[config.mk]
export PLATFORM = sky130hd
export DESIGN_NAME = pc_fetch_unit
export DESIGN_NICKNAME = d
export VERILOG_FILES = /design/src/rtl/pc_fetch_unit.sv
export SDC_FILE = /design/constraint.sdc
export NUM_CORES = 1
export LEC_CHECK = 0
export ABC_AREA = 1
export CORE_AREA = 2 2 129 131
export CTS_BUF_LIST = sky130_fd_sc_hd__clkbuf_8
export DETAILED_ROUTE_END_ITERATION = 10
export DIE_AREA = 0 0 131 133
export PLACE_DENSITY = 0.73
export SLEW_MARGIN = 5
export SYNTH_ARGS = -nofsm -noshare
export SYNTH_HDL_FRONTEND = slang
export SYNTH_SLANG_ARGS = --single-unit
export TNS_END_PERCENT = 30
[constraint.sdc]
create_clock -name CLK -period 3.7 [get_ports CLK]
set_clock_uncertainty 0.2 [all_clocks]
set_input_delay 1.11 -clock CLK [delete_from_list [all_inputs] [get_ports CLK]]
set_output_delay 1.11 -clock CLK [all_outputs]
set_load 0.005 [all_outputs]
[src/rtl/pc_fetch_unit.sv]
// Program counter and instruction-fetch stage with a variable-latency memory handshake.
// Optional macro PC_MISALIGN_TRAP_EN: redirect misaligned targets to MTVEC instead of truncating them.
//
// state   | meaning
// --------+---------------------------------------------------------------
// S_FETCH | request outstanding at PC; waiting for IMEM_ACK
// S_HOLD  | INSTR valid and held; waiting for PC_WRITE from control

module pc_fetch_unit #(
  parameter logic [31:0] RESET_VEC     = 32'h0000_0000,
  parameter int          FETCH_TIMEOUT = 16
) (
  input  logic        CLK,
  input  logic        RST,
  input  logic [2:0]  PC_SOURCE,
  input  logic [31:0] JALR,
  input  logic [31:0] BRANCH,
  input  logic [31:0] JUMP,
  input  logic [31:0] MTVEC,
  input  logic [31:0] MEPC,
  input  logic        PC_WRITE,
  input  logic [31:0] IMEM_DOUT,
  input  logic        IMEM_ACK,
  output logic        IMEM_RD,
  output logic [31:0] IMEM_ADDR,
  output logic [31:0] PC,
  output logic [31:0] PC_PLUS4,
  output logic [31:0] INSTR,
  output logic        INSTR_VALID,
  output logic        FETCH_ERR,
  output logic        MISALIGN
);

  localparam int                CNT_W    = $clog2(FETCH_TIMEOUT);
  localparam logic [CNT_W-1:0]  CNT_LAST = CNT_W'(FETCH_TIMEOUT - 1);
  localparam logic [31:0]       NOP      = 32'h0000_0013;

  typedef enum logic {
    S_FETCH = 1'b0,
    S_HOLD  = 1'b1
  } state_t;

  state_t            state_q, state_d;
  logic [31:0]       pc_q, pc_d;
  logic [31:0]       instr_q, instr_d;
  logic              valid_q, valid_d;
  logic              err_q, err_d;
  logic [CNT_W-1:0]  cnt_q, cnt_d;
  logic [31:0]       pc_plus4;
  logic [31:0]       next_pc;

  assign pc_plus4 = pc_q + 32'd4;

  // Reserved selects 6 and 7 fall through to sequential flow.
  always_comb begin
    next_pc = pc_plus4;
    case (PC_SOURCE)
      3'd1:    next_pc = JALR;
      3'd2:    next_pc = BRANCH;
      3'd3:    next_pc = JUMP;
      3'd4:    next_pc = MTVEC;
      3'd5:    next_pc = MEPC;
      default: next_pc = pc_plus4;
    endcase
  end

`ifdef PC_MISALIGN_TRAP_EN
  logic mis_q, mis_d;
`endif

  always_comb begin
    state_d = state_q;
    pc_d    = pc_q;
    instr_d = instr_q;
    valid_d = valid_q;
    err_d   = err_q;
    cnt_d   = cnt_q;
`ifdef PC_MISALIGN_TRAP_EN
    mis_d   = 1'b0;
`endif
    case (state_q)
      S_FETCH: begin
        if (IMEM_ACK) begin
          instr_d = IMEM_DOUT;
          valid_d = 1'b1;
          cnt_d   = '0;
          state_d = S_HOLD;
        end else if (cnt_q == CNT_LAST) begin
          // Flag the stall but keep the request up; the fetch retries forever.
          err_d = 1'b1;
          cnt_d = '0;
        end else begin
          cnt_d = cnt_q + 1'b1;
        end
      end
      S_HOLD: begin
        if (PC_WRITE) begin
          valid_d = 1'b0;
          state_d = S_FETCH;
`ifdef PC_MISALIGN_TRAP_EN
          if (next_pc[1:0] != 2'b00) begin
            pc_d  = MTVEC;
            mis_d = 1'b1;
          end else begin
            pc_d = next_pc;
          end
`else
          pc_d = next_pc & ~32'h3;
`endif
        end
      end
      default: state_d = S_FETCH;
    endcase
  end

  always_ff @(posedge CLK or posedge RST) begin
    if (RST) begin
      state_q <= S_FETCH;
      pc_q    <= RESET_VEC;
      instr_q <= NOP;
      valid_q <= 1'b0;
      err_q   <= 1'b0;
      cnt_q   <= '0;
    end else begin
      state_q <= state_d;
      pc_q    <= pc_d;
      instr_q <= instr_d;
      valid_q <= valid_d;
      err_q   <= err_d;
      cnt_q   <= cnt_d;
    end
  end

`ifdef PC_MISALIGN_TRAP_EN
  always_ff @(posedge CLK or posedge RST) begin
    if (RST) mis_q <= 1'b0;
    else     mis_q <= mis_d;
  end
  assign MISALIGN = mis_q;
`else
  assign MISALIGN = 1'b0;
`endif

  assign IMEM_RD     = (state_q == S_FETCH) & ~RST;
  assign IMEM_ADDR   = pc_q;
  assign PC          = pc_q;
  assign PC_PLUS4    = pc_plus4;
  assign INSTR       = instr_q;
  assign INSTR_VALID = valid_q;
  assign FETCH_ERR   = err_q;

endmodule

==> run metrics <==
status complete, no violations; Netlist cell types 27; filler instances 1564; Layout area overhead 65.3%; die height 133 µm; fmax 280 MHz; ys flop type dfrtp_1; Max Slew Vio Count 0; final design utilization 54.0%; gr usage total 22.6%; Syn Area/Cell 6.29 µm²; placed wire-length estimate 16000 µm; Critical R2R Launch IMEM_ADDR[2]; first-pass GRT wire length 30900 µm; die area 17400 µm²; Tot Pwr 3520 µW; HP Start FETCH_ERR; Buf/Inv on CP 1; ys async rst share between 90% and 100%; most frequent cells in the layout nand2_1 (388), clkdlybuf4s50_1 (313), nand3_1 (81); Die X 131 µm; # diodes 0; CTS tree built; Max Cap Viol 0; vias per inst 4.58; Synth area leaders dfrtp_1 (31%), nand2_1 (28%), nand3_1 (7.7%); r2r endpoint IMEM_ADDR[18]; met3 Resource Use GR 3.32%; Synth area leader dfrtp_1; Hold Vio Cnt, Final 0; Yosys top cell area share approximately 31%; RSZ-0062 raised after global routing true; DRT Wirelength ~20000 µm; layout cells sized above 1 between 8 and 9%; 1st-iter DRT viols 299; commonest non-fill, non-tap cell in the layout nand2_1; CP top delay family simple AND/OR/NAND/NOR gates; I/O pin cnt 331; required time worst endpoint 2.39 ns; Worst Hold Class reg2reg; routability cong. 0.870; Seq/Total Area, Yosys 32.8%; Peak VDD IR 235 µV; DRC 0; total number of vias approximately 6200; IO Port Bufs 313; wire per inst between 10 and 15 µm; Worst Path Max Fanout 6; Slew @ Worst Pin roughly 0.61 ns; initial antenna violation count 0; Clock Latency Late Sink 0.36 ns; setup violators final 0; synthesized instance count 840; Clock H-tree levels 3; flop-to-flop setup slack roughly 1.9 ns; clock sinks 69; row cnt 47; Starting Density 32.7%; crit-path max cell delay 0.51 ns; grt ovf 0; post-CTS setup repair buffer count 0; largest net degree at the start of global routing 46; pwr dens 403 nW/µm²; GR Layer Usage met2 38.2%; CP Launch Type register; Layout Nets 1329; slowest CP cell clkdlybuf4s50_1; R2R cell count 8; Worst Hold End FETCH_ERR; YS warnings 0; post-route ant nets 0; Root Driver clkbuf_8; Rel. slew slack between 50% and 60%; worst hold slack 0.293 ns; GRT busiest layer met2; met1 usage between 20% and 30%; total leakage power around 0.004 µW; hold depth 1; post-synthesis register bit count 69; period utilization a little over nine tenths; crit end category primary output; Final Critical Period 3.57 ns; critical-path cell list nand2_1, nor2_1, nand2_2, nor2_1, nand3_1, nand2_1, clkdlybuf4s50_1; cts bufs inserted 9; CP arrival 2.26 ns; vias in the first global route 6029; CTS max path bufs 2; Core Area 16200 µm²; Post-synth EDFFs 0; Reg clk slew, reported paths 0.09 ns; DR pass1 iterations 5; CP Class reg2out; Post-Syn Area 5280 µm²
how the worst max path moves through the flow:
stage / depth (start not counted) / endpoint / slack [ns] / start
CTS: 8 / PC_PLUS4[21] / -0.003 / IMEM_ADDR[2]
floorplan: 1 / FETCH_ERR / 0.66 / RST
finish: 7 / PC_PLUS4[27] / 0.13 / IMEM_ADDR[5]
global placement: 3 / IMEM_RD / 0.25 / RST
global route: 8 / PC_PLUS4[28] / -0.02 / IMEM_ADDR[2]
detailed placement: 3 / IMEM_RD / 0.24 / RST
area by class of cell:
type                    count  area [µm²]  area share (%)
inverters                  62         233            2.67
multi-input cells         649        2960            34.0
flip-flops and latches     69        1730            19.9
clock inverters             7        73.8           0.846
clock buffers               9         124            1.42
repair buffers            337        3330            38.1
well taps                 220         275            3.15
flip-flops by register name (all words and copies together), names as in the netlist:
name         cells
FETCH_ERR        1
IMEM_ADDR       30
INSTR           32
INSTR_VALID      1
cnt_q            4
state_q          1
kinds of logic after synthesis:
logic type | count (synthesis) | share of synthesized area [%]
AND/OR/NAND/NOR | 565 | 42.8
buffers and inverters | 128 | 12.3
flip-flops | 69 | 32.8
AO/OA/AOI/OAI | 35 | 3.43
multiplexers | 32 | 6.82
XOR/XNOR | 8 | 1.33
adder cells (fa/ha/maj) | 2 | 0.474
other | 1 | 0.0710
layer usage:
| layer | up-vias | wire length [µm] |
|---|---|---|
| li1 | 3151 | - |
| met3 | 31 | 1320 |
| met2 | 261 | 9570 |
| met4 | 0 | 417 |
| met5 | - | 0 |
| met1 | 2755 | 8320 |
cell usage after synthesis (2+ instances only):
library cell,n
a21oi_1,15
and2_1,3
buf_2,22
buf_4,38
clkbuf_1,6
dfrtp_1,66
dfstp_2,3
ha_1,2
inv_1,56
inv_2,5
mux2_2,32
nand2_1,390
nand3_1,81
nand4_1,4
nor2_1,82
nor2_2,2
o21ai_0,14
o21ai_1,4
xnor2_1,3
xor2_1,5
repair_timing:
action                                 CTS  global route
hold buffers                             0             0
setup endpoints to repair               10            16
gates cloned                             0             0
endpoints found under the hold margin    0             0
gates resized for setup                  4            10
report_power, final:
| part | internal, µW | total [µW] | switching (µW) | leakage (µW) |
|---|---|---|---|---|
| Sequential | 955 | 1180 | 222 | 0.000834 |
| Clock | 315 | 633 | 318 | 0.000100 |
| Combinational | 1050 | 1710 | 654 | 0.00308 |
worst reg2reg max path: cells and delay by family (launching register included):
family,cells,cell delay [ns]
AND/OR/NAND/NOR,6,0.68
flip-flops,1,0.36
adder cells (fa/ha/maj),1,0.20
AO/OA/AOI/OAI,1,0.27
stage by stage:
stage	instance area [µm²]	worst slack (ns)	instances	TNS (ns)
after floorplan	5310	0.655	846	0
after global placement	8490	0.253	1337	0
after detailed placement	8490	0.240	1337	0
after CTS	8700	-0.00301	1353	-0.00351
after global routing	8730	-0.0203	1353	-0.0211
final	8730	0.126	1353	0
No activity file was read; power rests on OpenSTA's default activity.
